--- src/rtl/ceas_alarma_if.sv ---
`default_nettype none
// ============================================================================
// Module      : ceas_alarma_if
// Description : Setting-path bundle between the setting block (master) and
//               the clock/alarm keeper (slave): hours/minutes value plus the
//               one-cycle load pulses for time and alarm.
// Revision    : 1.0 - initial release
// ============================================================================
interface ceas_alarma_if;
  logic [4:0] ore_in;
  logic [5:0] minute_in;
  logic       load_timp;
  logic       load_alarma;

  modport master (output ore_in, output minute_in, output load_timp, output load_alarma);
  modport slave  (input  ore_in, input  minute_in, input  load_timp, input  load_alarma);
endinterface
`default_nettype wire

--- src/rtl/ceas_alarma.sv ---
`default_nettype none
// ============================================================================
// Module      : ceas_alarma
// Description : Keeps running time HH:MM:SS from a 1 Hz enable, stores the
//               alarm time and runs the alarm state machine driving the ring
//               output. Out-of-range loads are rejected with a load_err pulse.
//               Optional snooze support is enabled by defining the macro
//               CEAS_ALARMA_SNOOZE_EN.
// Revision    : 1.0 - initial release
// ============================================================================
module ceas_alarma #(
  parameter int RING_SECONDS = 60,
  parameter int SNOOZE_MIN   = 5
) (
  input  logic         clock,
  input  logic         reset,
  ceas_alarma_if.slave set_if,
  input  logic         tick_sec,
  input  logic         alarm_off,
  input  logic         alarm_dis,
  input  logic         snooze,
  output logic [4:0]   ore,
  output logic [5:0]   minute,
  output logic [5:0]   secunde,
  output logic [4:0]   alarm_ore,
  output logic [5:0]   alarm_min,
  output logic         alarm_armed,
  output logic         alarm_ring,
  output logic         load_err
);

  localparam logic [7:0] c_RING_TICKS   = 8'(RING_SECONDS);
  localparam logic [9:0] c_SNOOZE_TICKS = 10'(SNOOZE_MIN * 60);

  typedef enum logic [1:0] {
    ST_DISARMED = 2'd0,
    ST_ARMED    = 2'd1,
    ST_RINGING  = 2'd2,
    ST_SNOOZE   = 2'd3
  } state_t;

  state_t     r_state;
  state_t     w_state_next;
  logic [7:0] r_ring_cnt;
  logic [7:0] w_ring_cnt_next;
  logic [7:0] w_ring_cnt_inc;

  logic       w_valid;
  logic       w_tick_time;
  logic       w_trigger;
  logic [5:0] w_sec_inc;
  logic [5:0] w_min_inc;
  logic [4:0] w_ore_inc;

`ifdef CEAS_ALARMA_SNOOZE_EN
  logic [9:0] r_snz_cnt;
  logic [9:0] w_snz_cnt_next;
`else
  logic       w_unused;
  assign w_unused = &{1'b0, snooze, c_SNOOZE_TICKS};
`endif

  // One shared range check serves both load pulses.
  assign w_valid     = (set_if.ore_in <= 5'd23) && (set_if.minute_in <= 6'd59);
  // A tick coinciding with a time load is dropped.
  assign w_tick_time = tick_sec && !set_if.load_timp;
  assign w_ring_cnt_inc = r_ring_cnt + 8'd1;

  // Time value one second ahead, with the HH:MM:SS carry chain.
  always_comb begin
    w_sec_inc = (secunde == 6'd59) ? 6'd0 : secunde + 6'd1;
    w_min_inc = minute;
    w_ore_inc = ore;
    if (secunde == 6'd59) begin
      w_min_inc = (minute == 6'd59) ? 6'd0 : minute + 6'd1;
      if (minute == 6'd59) begin
        w_ore_inc = (ore == 5'd23) ? 5'd0 : ore + 5'd1;
      end
    end
  end

  // Only a tick landing on HH:MM:00 of the alarm time triggers, never a load.
  assign w_trigger = w_tick_time && (w_sec_inc == 6'd0) &&
                     (w_min_inc == alarm_min) && (w_ore_inc == alarm_ore);

  // Running time registers and the rejected-load flag.
  always_ff @(posedge clock) begin
    if (reset) begin
      ore      <= 5'd0;
      minute   <= 6'd0;
      secunde  <= 6'd0;
      load_err <= 1'b0;
    end else begin
      load_err <= (set_if.load_timp || set_if.load_alarma) && !w_valid;
      if (set_if.load_timp) begin
        if (w_valid) begin
          ore     <= set_if.ore_in;
          minute  <= set_if.minute_in;
          secunde <= 6'd0;
        end
      end else if (tick_sec) begin
        ore     <= w_ore_inc;
        minute  <= w_min_inc;
        secunde <= w_sec_inc;
      end
    end
  end

  // Stored alarm time, updated only by an in-range alarm load.
  always_ff @(posedge clock) begin
    if (reset) begin
      alarm_ore <= 5'd0;
      alarm_min <= 6'd0;
    end else if (set_if.load_alarma && w_valid) begin
      alarm_ore <= set_if.ore_in;
      alarm_min <= set_if.minute_in;
    end
  end

  // Alarm state register; status outputs are registered from the next state.
  always_ff @(posedge clock) begin
    if (reset) begin
      r_state     <= ST_DISARMED;
      r_ring_cnt  <= 8'd0;
      alarm_armed <= 1'b0;
      alarm_ring  <= 1'b0;
`ifdef CEAS_ALARMA_SNOOZE_EN
      r_snz_cnt   <= 10'd0;
`endif
    end else begin
      r_state     <= w_state_next;
      r_ring_cnt  <= w_ring_cnt_next;
      alarm_armed <= (w_state_next != ST_DISARMED);
      alarm_ring  <= (w_state_next == ST_RINGING);
`ifdef CEAS_ALARMA_SNOOZE_EN
      r_snz_cnt   <= w_snz_cnt_next;
`endif
    end
  end

  // Next-state logic; branch order encodes the command priority.
  always_comb begin
    w_state_next    = r_state;
    w_ring_cnt_next = r_ring_cnt;
`ifdef CEAS_ALARMA_SNOOZE_EN
    w_snz_cnt_next  = r_snz_cnt;
`endif
    if (set_if.load_alarma) begin
      // A rejected alarm load freezes the state machine for that cycle.
      if (w_valid) begin
        w_state_next    = ST_ARMED;
        w_ring_cnt_next = 8'd0;
`ifdef CEAS_ALARMA_SNOOZE_EN
        w_snz_cnt_next  = 10'd0;
`endif
      end
    end else if (alarm_dis) begin
      w_state_next = ST_DISARMED;
    end else if (alarm_off && (r_state != ST_DISARMED)) begin
      w_state_next = ST_ARMED;
`ifdef CEAS_ALARMA_SNOOZE_EN
    end else if (snooze && (r_state == ST_RINGING)) begin
      w_state_next   = ST_SNOOZE;
      w_snz_cnt_next = c_SNOOZE_TICKS;
`endif
    end else begin
      case (r_state)
        ST_ARMED: begin
          if (w_trigger) begin
            w_state_next    = ST_RINGING;
            w_ring_cnt_next = 8'd0;
          end
        end
        ST_RINGING: begin
          if (tick_sec) begin
            w_ring_cnt_next = w_ring_cnt_inc;
            if (w_ring_cnt_inc == c_RING_TICKS) begin
              w_state_next = ST_ARMED;
            end
          end
        end
`ifdef CEAS_ALARMA_SNOOZE_EN
        ST_SNOOZE: begin
          if (tick_sec) begin
            w_snz_cnt_next = r_snz_cnt - 10'd1;
            if (r_snz_cnt == 10'd1) begin
              w_state_next    = ST_RINGING;
              w_ring_cnt_next = 8'd0;
            end
          end
        end
`endif
        default: begin
        end
      endcase
    end
  end

endmodule
`default_nettype wire

--- src/flat_wrapper.sv ---
// flat-port wrapper written by rule: the top's interface ports become plain ports
module ceas_alarma_flat 
#(
  parameter int RING_SECONDS = 60,
  parameter int SNOOZE_MIN   = 5
)
  (clock, reset, tick_sec, alarm_off, alarm_dis, snooze, ore, minute, secunde, alarm_ore, alarm_min, alarm_armed, alarm_ring, load_err, set_if_ore_in, set_if_minute_in, set_if_load_timp, set_if_load_alarma);
  ceas_alarma_if set_if_i ();
  input  logic clock;
  input  logic reset;
  input  logic tick_sec;
  input  logic alarm_off;
  input  logic alarm_dis;
  input  logic snooze;
  output logic [4:0] ore;
  output logic [5:0] minute;
  output logic [5:0] secunde;
  output logic [4:0] alarm_ore;
  output logic [5:0] alarm_min;
  output logic alarm_armed;
  output logic alarm_ring;
  output logic load_err;
  input wire logic [$bits(set_if_i.ore_in)-1:0] set_if_ore_in;
  input wire logic [$bits(set_if_i.minute_in)-1:0] set_if_minute_in;
  input wire logic [$bits(set_if_i.load_timp)-1:0] set_if_load_timp;
  input wire logic [$bits(set_if_i.load_alarma)-1:0] set_if_load_alarma;
  assign set_if_i.ore_in = set_if_ore_in;
  assign set_if_i.minute_in = set_if_minute_in;
  assign set_if_i.load_timp = set_if_load_timp;
  assign set_if_i.load_alarma = set_if_load_alarma;
  ceas_alarma #(.RING_SECONDS(RING_SECONDS), .SNOOZE_MIN(SNOOZE_MIN)) u_core (.clock(clock), .reset(reset), .set_if(set_if_i), .tick_sec(tick_sec), .alarm_off(alarm_off), .alarm_dis(alarm_dis), .snooze(snooze), .ore(ore), .minute(minute), .secunde(secunde), .alarm_ore(alarm_ore), .alarm_min(alarm_min), .alarm_armed(alarm_armed), .alarm_ring(alarm_ring), .load_err(load_err));
endmodule
--- config.mk ---
export PLATFORM = sky130hd
export DESIGN_NAME = ceas_alarma_flat
export DESIGN_NICKNAME = d
export VERILOG_FILES = /design/src/rtl/ceas_alarma_if.sv /design/src/rtl/ceas_alarma.sv /design/src/flat_wrapper.sv
export SDC_FILE = /design/constraint.sdc
export NUM_CORES = 1
export LEC_CHECK = 0
export CORE_MARGIN = 4
export CORE_UTILIZATION = 30
export CTS_CLUSTER_DIAMETER = 150
export DETAILED_ROUTE_END_ITERATION = 10
export PLACE_DENSITY = 0.61
export SLEW_MARGIN = 20
export SYNTH_ARGS = -nofsm -noshare
export SYNTH_HDL_FRONTEND = slang
export SYNTH_SLANG_ARGS = --single-unit
--- constraint.sdc ---
create_clock -name clock -period 2.6 [get_ports clock]
set_input_delay 0.52 -clock clock [delete_from_list [all_inputs] [get_ports clock]]
set_output_delay 0.52 -clock clock [all_outputs]
set_load 0.02 [all_outputs]
==> run_results.csv, run 1 <==
group,metric,value,unit
synth,synth_warnings,0,
drt,drtIter0Drc,227,
flow_run,cap_viol_max_count,0,
synth,ys.flop_type,"dfxtp_1",
place,post-place-ws,-392,ps
global_routing,grtUsageTotal,0.167,
finish,nets,524,
setup_path,path_class,"flip-flop to flip-flop",
die,die_x,109,µm
finish,final_util,0.445,
finish,area_growth,43.3,%
timing,rsz0062_at_grt,"yes",
setup_path,crit_fanout,5,
timing,hold_viol,0,
setup_path,arrival,2850,ps
synth,synth_fa_ha_area_frac,0.0328,
setup_path,crit_top_cell,"buf_4",
drt,antenna_left,0,
place,io_buffers,48,
synth,ys_async_sr_fraction,0,
drt,drc,0,
drt,first_pass_iters,5,
place,routabilityCongestion,0.875,
power_and_ir_drop,leakage,1.84,nW
drt,postRouteWirelength,9.64,mm
synth,ys_types,77,
global_routing,grt_first_pass_wirelength,15.7,mm
setup_path,crit_chain,"ha_4 > nand3_4 > or3_4 > buf_4 > nand2_1 > o2111ai_1 > nor4_1 > a41oi_2 > buf_4 > nor4b_2 > a211o_1",
synth,syn_inst,400,
die,rows,36,
place,placed_area,0.00412,mm²
clock_tree,hold_buffers,0,
clock_tree,clock_latency,290,ps
hold_path,worst_hold_path.num_cells,2,
setup_path,rr_worst_depth,11,
synth,synth.area.mux_share,0.0377,
drt,via_count,3298,
synth,synth_xor_area_frac,0.0172,
die,start_util,0.311,
finish,final_cell_area,0.00437,mm²
drt,via_per_inst,5.23,
clock_tree,root_buffer,"clkbuf_8",
timing,tightest_slew,462,ps
global_routing,antenna_found_initial,0,
setup_path,crit_path_start,"u_core.secunde[0]",
synth,synth_fp_nets,427,
finish,drive_gt1_frac,0.267,
finish,diodes,0,
synth,ys_seq_elements,41,
clock_tree,cts_max_level,2,
die,io_pins,50,
timing,fin_ws,-5.10,ps
synth,syn_area,0.00305,mm²
power_and_ir_drop,power,0.00151,W
hold_path,min_path_type,"flip-flop to flip-flop",
synth,yosysSeqAreaShare,0.269,
run_status,status,"finished with violations",
setup_path,endpoint_kind,"flip-flop",
global_routing,grt_max_degree,36,
hold_path,hold_start,"u_core.alarm_ore[2]",
global_routing,first_global_vias,3180,
synth,synth_edf_count,0,
setup_path,r2r_start,"u_core.secunde[0]",
clock_tree,cts_tree,"built",
setup_path,critPathMaxStageDelay,430,ps
place,place_hpwl,7.42,mm
die,fp.coreArea,0.00982,mm²
timing,timing.fmax,384,MHz
synth,synth_top_family_by_area,"simple AND/OR/NAND/NOR gates",
setup_path,critPathLaunchType,"flip-flop",
die,fp.dieH,109,µm
timing,slew_violations,0,
synth,synth_compound_area_frac,0.246,
timing,fin_setup_tns,-5.10,ps
setup_path,cp.required,2840,ps
timing,period_share,1.00,
power_and_ir_drop,ir_drop,0.000180,V
drt,wl_per_cell,15.3,µm
synth,post_synth_and_or_nand_nor_area_fraction,0.340,
timing,setup_violations,1,
synth,syn_area_per_cell,7.63,µm²
run_status,violations,"negative setup slack",
global_routing,grt_overflow_total,0,
setup_path,crit_path_top_delay_cell,"nor4_1",
clock_tree,cts_buffer_depth,2,
die,die_area,0.0118,mm²
power_and_ir_drop,pwr_density_cell,346,mW/mm²
timing,finalCriticalPeriod,2610,ps
clock_tree,cts_buffers,5,
clock_tree,clock_sinks,41,
setup_path,ff2ff_setup_slack,-5,ps
timing,max_slew_margin,0.691,
clock_tree,clkTransAtPathRegs,80,ps
timing,skew,6.81,ps
[critical path, delay by kind of cell (launching register included)]
kind | cells | cell delay (ps)
simple gates | 5 | 1160
buf+inv | 2 | 340
flops | 1 | 370
fa+ha+maj | 1 | 190
compound gates | 3 | 490
[metrics by stage]
| stage | cells | hold slack, ps |
|---|---|---|
| detailed placement | 619 | 471 |
| finish | 631 | 485 |
| global route | 631 | 522 |
| CTS | 627 | 487 |
| floorplan | 400 | 470 |
| global placement | 619 | 469 |
[flip-flops by register name, summed over array words and instances (netlist names), 2 cells and up]
register / flops
u_core.alarm_min: 6
u_core.alarm_ore: 5
u_core.minute: 6
u_core.ore: 5
u_core.r_ring_cnt: 8
u_core.r_state: 2
u_core.secunde: 6
[worst paths after layout]
| kind | end |
|---|---|
| worst max register to register | u_core.r_ring_cnt[4] |
| worst max-delay path | u_core.r_ring_cnt[4] |
| worst min-delay path | u_core.alarm_ore[2] |
| worst min register to register | u_core.alarm_ore[2] |
[Yosys cell counts (all sizes together), types with 3 or more instances]
cell | n | area, µm²
nor2b | 7 | 43.8
dfxtp | 41 | 821
o21ai | 19 | 95.1
a21oi | 41 | 209
nor4b | 3 | 32.5
nand2 | 54 | 208
nand2b | 9 | 56.3
or2 | 8 | 50.1
and3 | 12 | 76.3
a221o | 4 | 40.0
nand3 | 15 | 85.1
a211oi | 3 | 35.0
ha | 8 | 100
mux2i | 7 | 70.1
o22ai | 3 | 18.8
mux2 | 4 | 45.0
nor4 | 5 | 43.8
and2 | 3 | 21.3
clkbuf | 12 | 45.0
inv | 15 | 56.3
a22oi | 4 | 30.0
nor2 | 43 | 161
and3b | 3 | 27.5
o211ai | 4 | 43.8
buf | 11 | 72.6
xor2 | 4 | 35.0
nor3 | 11 | 82.6
o2111ai | 3 | 26.3
nand3b | 6 | 57.6
[power by group]
part,switching [W],internal [W],leakage (nW)
sequential,0.0000331,0.000652,0.341
combinational,0.000222,0.000194,1.46
clock,0.000221,0.000191,0.0395
[cell usage in the layout (no fill, tap or decap), types with 11 or more instances in the layout]
cell type        instances
buf_4                   62
nand2_1                 51
clkdlybuf4s50_1         47
nor2_1                  43
a21oi_1                 39
dfxtp_1                 29
o21ai_0                 18
inv_1                   15
nand3_1                 13
and3_1                  11
[what timing repair did]
action | CTS | global route
setup endpoints to repair | 10 | 11
resized for setup | 7 | 20
buffers inserted | 0 | 4
pin swaps | 6 | 10
[metal layers]
layer / share of wire / GRT usage / routed length, µm
met3: 0.036 / 0.0213 / 344
met2: 0.48 / 0.284 / 4640
met5: 0 / 0 / 0
met4: 0.012 / 0.0388 / 119
met1: 0.47 / 0.226 / 4540
[layout make-up]
type | count | area [µm²]
clock buffer | 8 | 80.1
tap | 133 | 166
sequential | 41 | 846
fill | 1022 | 5450
multi-input combinational | 321 | 2240
inverter | 15 | 56.3
timing repair buffer | 113 | 987
[cell families after synthesis]
logic type,count (synthesis)
adders and majority gates,8
muxes,11
xor gates and xnor gates,6
buffers and inverters,38
and+or+nand+nor,189
AOI/OAI and AO/OA,107
DFF,41
(Power assumes the default switching activity.)
==> inputs of run 2 (changes only) <==
CORE_MARGIN = 5   (was 4)
==> run 2 against run 1 <==
  * The flow now finishes without violations
  * Sequential power about the same
  * Hold slack improved by 8.7 ps
  * Critical path depth shrank 2
  * Cell count is 0.79% lower
  * Critical path type unchanged
==> run_results.csv, run 2 (same netlist as run 1, synthesis figures left out) <==
group,metric,value,unit
run_status,status,"complete, no violations",
setup_path,critPathTopFamily,"simple AND/OR/NAND/NOR gates",
setup_path,path_class,"flip-flop to flip-flop",
timing,hold_viol,0,
timing,timing.fmax,398,MHz
drt,first_pass_iters,4,
drt,postRouteWirelength,9.79,mm
clock_tree,cts_max_level,2,
timing,max_slew_margin,0.664,
drt,via_count,3281,
setup_path,arrival,2690,ps
finish,fill_cells,985,
drt,drtIter0Drc,250,
setup_path,cp.required,2770,ps
finish,layout_common_cells,"buf_4, nand2_1, clkdlybuf4s50_1",
die,start_util,0.309,
power_and_ir_drop,ir_drop,0.000218,V
finish,area_growth,43.9,%
finish,largest_reg_flops,8,
timing,tightest_slew,500,ps
die,die_x,111,µm
place,place_hpwl,7.41,mm
timing,setup_violations,0,
global_routing,grt_first_pass_wirelength,16.4,mm
drt,drc,0,
drt,via_per_inst,5.24,
power_and_ir_drop,pwr_density_cell,353,mW/mm²
timing,skew,4.71,ps
finish,top_register,"u_core.r_ring_cnt",
clock_tree,root_buffer,"clkbuf_8",
clock_tree,clkTransAtPathRegs,80,ps
clock_tree,clock_sinks,41,
power_and_ir_drop,leakage,1.82,nW
global_routing,antenna_found_initial,0,
finish,nets,519,
finish,drive_gt1_frac,0.274,
place,io_buffers,48,
finish,diodes,0,
global_routing,grt_overflow_total,0,
timing,finalCriticalPeriod,2510,ps
clock_tree,cts_buffers,5,
timing,rsz0062_at_grt,"yes",
flow_run,cap_viol_max_count,0,
setup_path,critPathMaxStageDelay,430,ps
die,fp.coreArea,0.00986,mm²
place,routabilityCongestion,0.881,
setup_path,critPathLaunchType,"flip-flop",
timing,period_share,0.967,
clock_tree,cts_buffer_depth,2,
die,rows,36,
global_routing,grt_max_degree,36,
timing,hold-worst-slack,494,ps
finish,final_common_cell,"buf_4",
die,io_pins,50,
die,die_area,0.0123,mm²
setup_path,crit_chain,"nand4b_4 > or3_4 > a21oi_4 > mux2_4 > nand4b_1 > nor3_4 > buf_6 > a311o_1 > o211ai_1",
setup_path,crit_path_top_delay_cell,"or3_4",
timing,slew_violations,0,
global_routing,grtUsageTotal,0.159,
setup_path,endpoint_kind,"flip-flop",
clock_tree,clock_latency,300,ps
setup_path,crit_fanout,5,
drt,antenna_left,0,
clock_tree,cts_tree,"built",
hold_path,min_path_type,"flip-flop to flip-flop",
die,fp.dieH,111,µm
drt,wl_per_cell,15.6,µm
global_routing,first_global_vias,3286,
finish,final_cell_area,0.00439,mm²
setup_path,worst-path-buf-inv,1,
place,placed_area,0.00407,mm²
run 2: changes by cell type in the layout (fill, tap and decap cells not counted), moves of 2 or more:
cell,change
buf_4,-7
buf_6,+3
dfxtp_1,+2
nor4_2,+2
dfxtp_2,-2
nor3_1,-2
run 2: stage by stage:
| stage | utilization | setup TNS, ps | worst slack, ps | power [W] | std cells |
|---|---|---|---|---|---|
| after floorplan | - | -341 | -68.6 | 0.000917 | 400 |
| after global placement | 0.413 | -3400 | -337 | 0.00109 | 614 |
| after detailed placement | 0.413 | -4150 | -406 | 0.00109 | 614 |
| after CTS | 0.425 | 0 | 0.505 | 0.00155 | 622 |
| after global routing | 0.445 | -76.0 | -18.8 | 0.00164 | 626 |
| final | 0.445 | 0 | 86.9 | 0.00155 | 626 |
run 2: what timing repair did:
item / 4_1_cts / 5_1_grt
hold buffers: 0 / 0
buffers inserted: 0 / 4
pin swaps: 3 / 14
resized for setup: 7 / 32
setup endpoints to repair: 10 / 12
run 2: power by group:
group          internal (W)  switching, W  leakage, nW
sequential         0.000652     0.0000324        0.340
combinational      0.000191      0.000227         1.43
clock              0.000217      0.000232       0.0455
run 2: worst paths after layout:
kind,cells after the start,start,slack (ps),endpoint
worst max register to register,9,u_core.minute[2],90,u_core.alarm_armed
worst max-delay path,9,u_core.minute[2],90,u_core.alarm_armed
worst min-delay path,2,u_core.alarm_ore[2],490,u_core.alarm_ore[2]
worst min register to register,2,u_core.alarm_ore[2],490,u_core.alarm_ore[2]
run 2: layout make-up:
cell class	instances	area (µm²)	share of cell area
Tap cell	133	166	0.0379
Timing Repair Buffer	108	951	0.217
Inverter	15	56.3	0.0128
Multi-Input combinational cell	321	2280	0.520
Clock buffer	8	90.1	0.0205
Sequential cell	41	843	0.192
run 2: routing by layer:
layer,vias up,part of all wire,GRT usage
li1,1616,-,-
met1,1584,0.47,0.214
met2,69,0.47,0.260
met3,12,0.042,0.0262
met4,0,0.017,0.0484
met5,-,0,0
run 2: tightest hold or removal path, cell delays in order (launching register included):
cell and delay (ps):
dfxtp_1 340, nand2_1 60, a21oi_1 50
==> inputs of run 3 (changes only) <==
PLACE_DENSITY = 0.59   (was 0.61)
clock period = 2.9 ns   (was 2.6 ns; I/O delays follow)
==> run 3 against run 2 <==
  * Global-route usage shrank 0.88 points
  * Hold slack worse by 9.8 ps
  * Cell count fell by 4.5%
  * Via count shrank 5.2%
  * Combinational power down 17%
  * Power shrank 13%
  * Register-to-register slack improved by 50 ps
  * Design area down 10%
  * Critical path type unchanged
  * Critical endpoint is now u_core.r_ring_cnt[6]
  * Largest cell class unchanged
==> run_results.csv, run 3 (same netlist as run 1, synthesis figures left out) <==
group,metric,value,unit
run_status,status,"complete, no violations",
clock_tree,cts_tree,"built",
finish,multi_input_area,0.00208,mm²
finish,final_common_cell,"nand2_1",
die,die_x,111,µm
timing,max_slew_margin,0.668,
finish,final_cell_area,0.00394,mm²
place,place_hpwl,7.00,mm
drt,via_count,3112,
place,routabilityCongestion,0.867,
setup_path,critPathLaunchType,"flip-flop",
timing,fin_ws,137,ps
power_and_ir_drop,leakage,1.56,nW
global_routing,grt_max_degree,36,
power_and_ir_drop,switching_share,0.309,
global_routing,first_global_vias,3032,
clock_tree,clock_sinks,41,
die,die_area,0.0123,mm²
finish,area_growth,29.2,%
timing,rsz0062_at_grt,"no",
setup_path,path_class,"flip-flop to flip-flop",
place,dp.cells,590,
finish,largest_reg_flops,8,
place,io_buffers,48,
setup_path,endpoint_kind,"flip-flop",
clock_tree,hold_buffers,0,
die,fp.coreArea,0.00986,mm²
timing,setup_violations,0,
flow_run,cap_viol_max_count,0,
drt,drtIter0Drc,225,
finish,top_register,"u_core.r_ring_cnt",
die,start_util,0.309,
place,post-place-ws,-147,ps
power_and_ir_drop,ir_drop,0.000167,V
setup_path,crit_fanout,8,
timing,slew_violations,0,
timing,finalCriticalPeriod,2760,ps
timing,skew,5.74,ps
timing,timing.fmax,362,MHz
finish,register_area,823,µm²
global_routing,antenna_found_initial,0,
clock_tree,clkTransAtPathRegs,80,ps
power_and_ir_drop,clkPwrFrac,0.289,
clock_tree,root_buffer,"clkbuf_8",
finish,nets,492,
hold_path,min_path_type,"flip-flop to flip-flop",
timing,period_share,0.953,
drt,drc,0,
finish,instances_no_fill,598,
clock_tree,clock_latency,290,ps
die,io_pins,50,
power_and_ir_drop,share_comb_of_total_power,0.257,
drt,first_pass_iters,4,
drt,via_per_inst,5.20,
power_and_ir_drop,internal_power,0.000930,W
clock_tree,cts_max_level,2,
global_routing,grtUsageTotal,0.150,
clock_tree,cts_buffers,5,
drt,antenna_left,0,
drt,wl_per_cell,15.4,µm
setup_path,cp.required,3090,ps
global_routing,grt_first_pass_wirelength,15.4,mm
drt,postRouteWirelength,9.20,mm
timing,hold_viol,0,
setup_path,arrival,2950,ps
clock_tree,cts_buffer_depth,2,
finish,layout_common_cells,"nand2_1, clkdlybuf4s50_1, nor2_1",
place,placed_area,0.00383,mm²
finish,fill_cells,1033,
finish,diodes,0,
power_and_ir_drop,p_seq_frac,0.454,
power_and_ir_drop,power.switching,0.000416,W
die,fp.dieH,111,µm
finish,drive_gt1_frac,0.176,
global_routing,grt_overflow_total,0,
die,rows,36,
power_and_ir_drop,pwr_density_cell,341,mW/mm²
timing,tightest_slew,497,ps
-- run 3: cell count changes in the layout (fill, tap and decap cells not counted), moves of 2 or more --
| cell | before | now |
|---|---|---|
| a21oi_1 | 38 | 40 |
| a21oi_4 | 2 | 0 |
| buf_4 | 55 | 33 |
| buf_6 | 5 | 0 |
| clkdlybuf4s50_1 | 46 | 48 |
| dfxtp_1 | 31 | 39 |
| dfxtp_2 | 6 | 2 |
| dfxtp_4 | 4 | 0 |
| ha_4 | 2 | 0 |
| mux2i_1 | 5 | 7 |
| nand2_4 | 2 | 0 |
| nor3_1 | 6 | 8 |
| nor4_4 | 2 | 0 |
-- run 3: worst paths after layout --
path	cells past startpoint	endpoint	startpoint	slack, ps
setup / recovery	9	u_core.r_ring_cnt[6]	u_core.secunde[0]	140
hold / removal	2	u_core.alarm_ore[2]	u_core.alarm_ore[2]	480
setup reg to reg	9	u_core.r_ring_cnt[6]	u_core.secunde[0]	140
hold reg to reg	2	u_core.alarm_ore[2]	u_core.alarm_ore[2]	480
-- run 3: what timing repair did --
action	4_1_cts	5_1_grt
setup endpoints to repair	0	7
resized for setup	0	4
buffers inserted	0	1
-- run 3: final cells by class --
cell class / count / share of cell area
Timing Repair Buffer: 81 / 0.185
Multi-Input combinational cell: 321 / 0.528
Tap cell: 133 / 0.0422
Inverter: 15 / 0.0143
Clock buffer: 7 / 0.0219
Sequential cell: 41 / 0.209
-- run 3: worst max-delay path, cell delays in order, from the launching register on --
cell and delay [ps]:
dfxtp_2 330, ha_2 280, nand3_2 100, or3_1 440
a21oi_2 170, mux2_1 380, nand4b_1 240, nor3_4 210
a211oi_4 130, a221o_1 360
-- run 3: metrics by stage --
| stage | total power, W | utilization | hold slack, ps | setup TNS (ps) |
|---|---|---|---|---|
| global route | 0.00142 | 0.400 | 518 | 0 |
| detailed placement | 0.000961 | 0.388 | 476 | -1060 |
| finish | 0.00135 | 0.400 | 484 | 0 |
| floorplan | 0.000818 | - | 470 | 0 |
| global placement | 0.000959 | 0.388 | 472 | -687 |
| CTS | 0.00136 | 0.397 | 487 | 0 |
-- run 3: layer usage --
metal	vias up	global-route usage	part of all wire
li1	1561	-	-
met1	1454	0.209	0.48
met2	85	0.235	0.45
met3	12	0.0278	0.054
met4	0	0.0435	0.015
met5	-	0	0
-- run 3: power by group through the flow --
stage          Combinational, W  Sequential, W  Clock (W)
2_1_floorplan          0.000170       0.000648          0
3_3_place_gp           0.000335       0.000624          0
3_5_place_dp           0.000336       0.000625          0
4_1_cts                0.000338       0.000611   0.000406
5_1_grt                0.000378       0.000615   0.000423
6_report               0.000345       0.000611   0.000389
==> RTL edit: new RTL, settings of run 3 <==
Add an input register stage for `alarm_off` and `alarm_dis`; this delays them by one clock. The other inputs are not delayed to match.
--- a/src/rtl/ceas_alarma.sv
+++ b/src/rtl/ceas_alarma.sv
@@ -39,6 +39,14 @@
     ST_SNOOZE   = 2'd3
   } state_t;
 
+  logic alarm_off_q;
+  logic alarm_dis_q;
+
+  always_ff @(posedge clock) begin
+    alarm_off_q <= alarm_off;
+    alarm_dis_q <= alarm_dis;
+  end
+
   state_t     r_state;
   state_t     w_state_next;
   logic [7:0] r_ring_cnt;
@@ -154,9 +162,9 @@
         w_snz_cnt_next  = 10'd0;
 `endif
       end
-    end else if (alarm_dis) begin
+    end else if (alarm_dis_q) begin
       w_state_next = ST_DISARMED;
-    end else if (alarm_off && (r_state != ST_DISARMED)) begin
+    end else if (alarm_off_q && (r_state != ST_DISARMED)) begin
       w_state_next = ST_ARMED;
 `ifdef CEAS_ALARMA_SNOOZE_EN
     end else if (snooze && (r_state == ST_RINGING)) begin
Check against the original RTL: not equivalent (Yosys sat finds a counterexample within 4 cycles, from zero or initial values and one cycle with reset high).
==> RTL edit against run 3 <==
Cell area shrank 0.60%; critical path depth grew 2; worst setup slack lost 19 ps; synthesized area shrank 7.1%; sequential power grew 5.6%; total power grew 2.0%; routed wire length shrank 0.30%; sequential cell count grew 2; combinational power shrank 2%; largest cell class unchanged; highest routed layer unchanged.
==> RTL edit: results (changes against run 3) <==
stage	metric	value	unit	change
outcome	outcome	complete, no violations		
final_layout	final_cells	570		-4.7%
final_layout	regMostFlops	u_core.r_ring_cnt		
detailed_routing	first_pass_iters	4		unchanged
power	p_comb	338	uW	-2%
detailed_routing	via_per_inst	5.29		+1.6%
worst_hold_path	min_path_type	reg2reg		
worst_setup_path	arrival	2960	ps	about the same
global_route	grt.total_usage	0.160		+0.0100
power	p_leak	0.00151	uW	-3.3%
power	swShare	0.320		+0.0104
synthesis	avgSynthCellArea	7.77	um^2	+1.8%
synthesis	ys_seq_area_frac	0.304		+0.0347
power	switching_power	439	uW	+5.4%
placement	place_ws	-392	ps	-245 ps
synthesis	ys_top_cells_by_area	dfxtp_1 (30%), nand2_1 (7.4%), a21oi_1 (5.8%)		
final_layout	drive_above_1_share	0.190		+0.0141
synthesis	synth_fp_nets	392		-8.2%
global_route	grt_pass1_wl	15.0	mm	-2.5%
cts	clkTransAtPathRegs	90	ps	
power	ir_worst_vdd	0.000228	V	+36%
cts	clock-root-buffer	clkbuf_8		
worst_setup_path	crit_fanout	10		+2
detailed_routing	drtIter0Drc	199		-12%
placement	place.gp.congestion	0.907		+4.5%
synthesis	ys_top_cells_by_count	nand2_1 (56), dfxtp_1 (43), a21oi_1 (33), nor2_1 (31), o21ai_0 (16)		
sta	relSlewSlack	0.574		-0.0944
placement	dp_hpwl	6.95	mm	-0.68%
worst_setup_path	r2r-start	u_core.minute[0]$_SDFFE_PP0P_		
placement	place_area	3670	um^2	-4.1%
sta	skew	5.98	ps	+0.244 ps
global_route	grt_pass1_vias	2994		-1.3%
detailed_routing	routed_wl	9.18	mm	-0.30%
global_route	antenna_found_initial	0		unchanged
final_layout	fillers	956		-7.5%
global_route	grt_max_degree	32		-11%
cts	post_cts_resize_count	10		+10
synthesis	synth.distinct_cells	65		-16%
final_layout	nets	468		-4.9%
synthesis	ys.flop_type	dfxtp_1		
worst_hold_path	min_from	u_core.r_ring_cnt[1]$_SDFFE_PP0P_		
placement	dp_cells	560		-5.1%
## RTL edit: cell count changes in the layout (fill, tap and decap cells not counted), sizes merged, moves of 5 or more
cell	change
nor2	-12
buf	+9
a21oi	-8
or2	-5
## RTL edit: logic make-up after synthesis
kind of cell | after synthesis | synth area share
and+or+nand+nor | 156 | 0.284
AOI/OAI and AO/OA | 107 | 0.269
DFF | 43 | 0.304
buffers and inverters | 35 | 0.0552
xor gates and xnor gates | 10 | 0.0309
adders and majority gates | 8 | 0.0353
muxes | 6 | 0.0221
## RTL edit: worst max-delay path, cell delays in order (launching register included)
cell and delay [ps]:
dfxtp_2 360, ha_4 160, or2b_1 280, buf_4 170
nor4_4 330, xnor2_1 100, a32o_1 230, a2111oi_4 260
a31oi_2 150, buf_4 210, o31ai_1 280, o41ai_2 120
## RTL edit: final cells by class
| class | count | area (um^2) | share of cell area |
|---|---|---|---|
| clock inverter | 2 | 13.8 | 0.00351 |
| inverter | 14 | 52.6 | 0.0134 |
| multi-input combinational | 287 | 1950 | 0.499 |
| tap | 129 | 161 | 0.0412 |
| clock buffer | 5 | 68.8 | 0.0176 |
| timing repair buffer | 90 | 796 | 0.203 |
| sequential | 43 | 872 | 0.223 |
## RTL edit: worst paths after layout
kind | endpoint | slack, ps | depth (start not counted)
setup / recovery | u_core.r_ring_cnt[6]$_SDFFE_PP0P_ | 120 | 11
hold / removal | u_core.r_ring_cnt[1]$_SDFFE_PP0P_ | 490 | 2
setup reg to reg | u_core.r_ring_cnt[6]$_SDFFE_PP0P_ | 120 | 11
hold reg to reg | u_core.r_ring_cnt[1]$_SDFFE_PP0P_ | 490 | 2
## RTL edit: routing by layer
metal	vias up	track usage	wire length, um
met3	14	0.0283	532
li1	1486	-	-
met1	1433	0.201	3890
met5	-	0	0
met2	80	0.280	4620
met4	0	0.0429	125
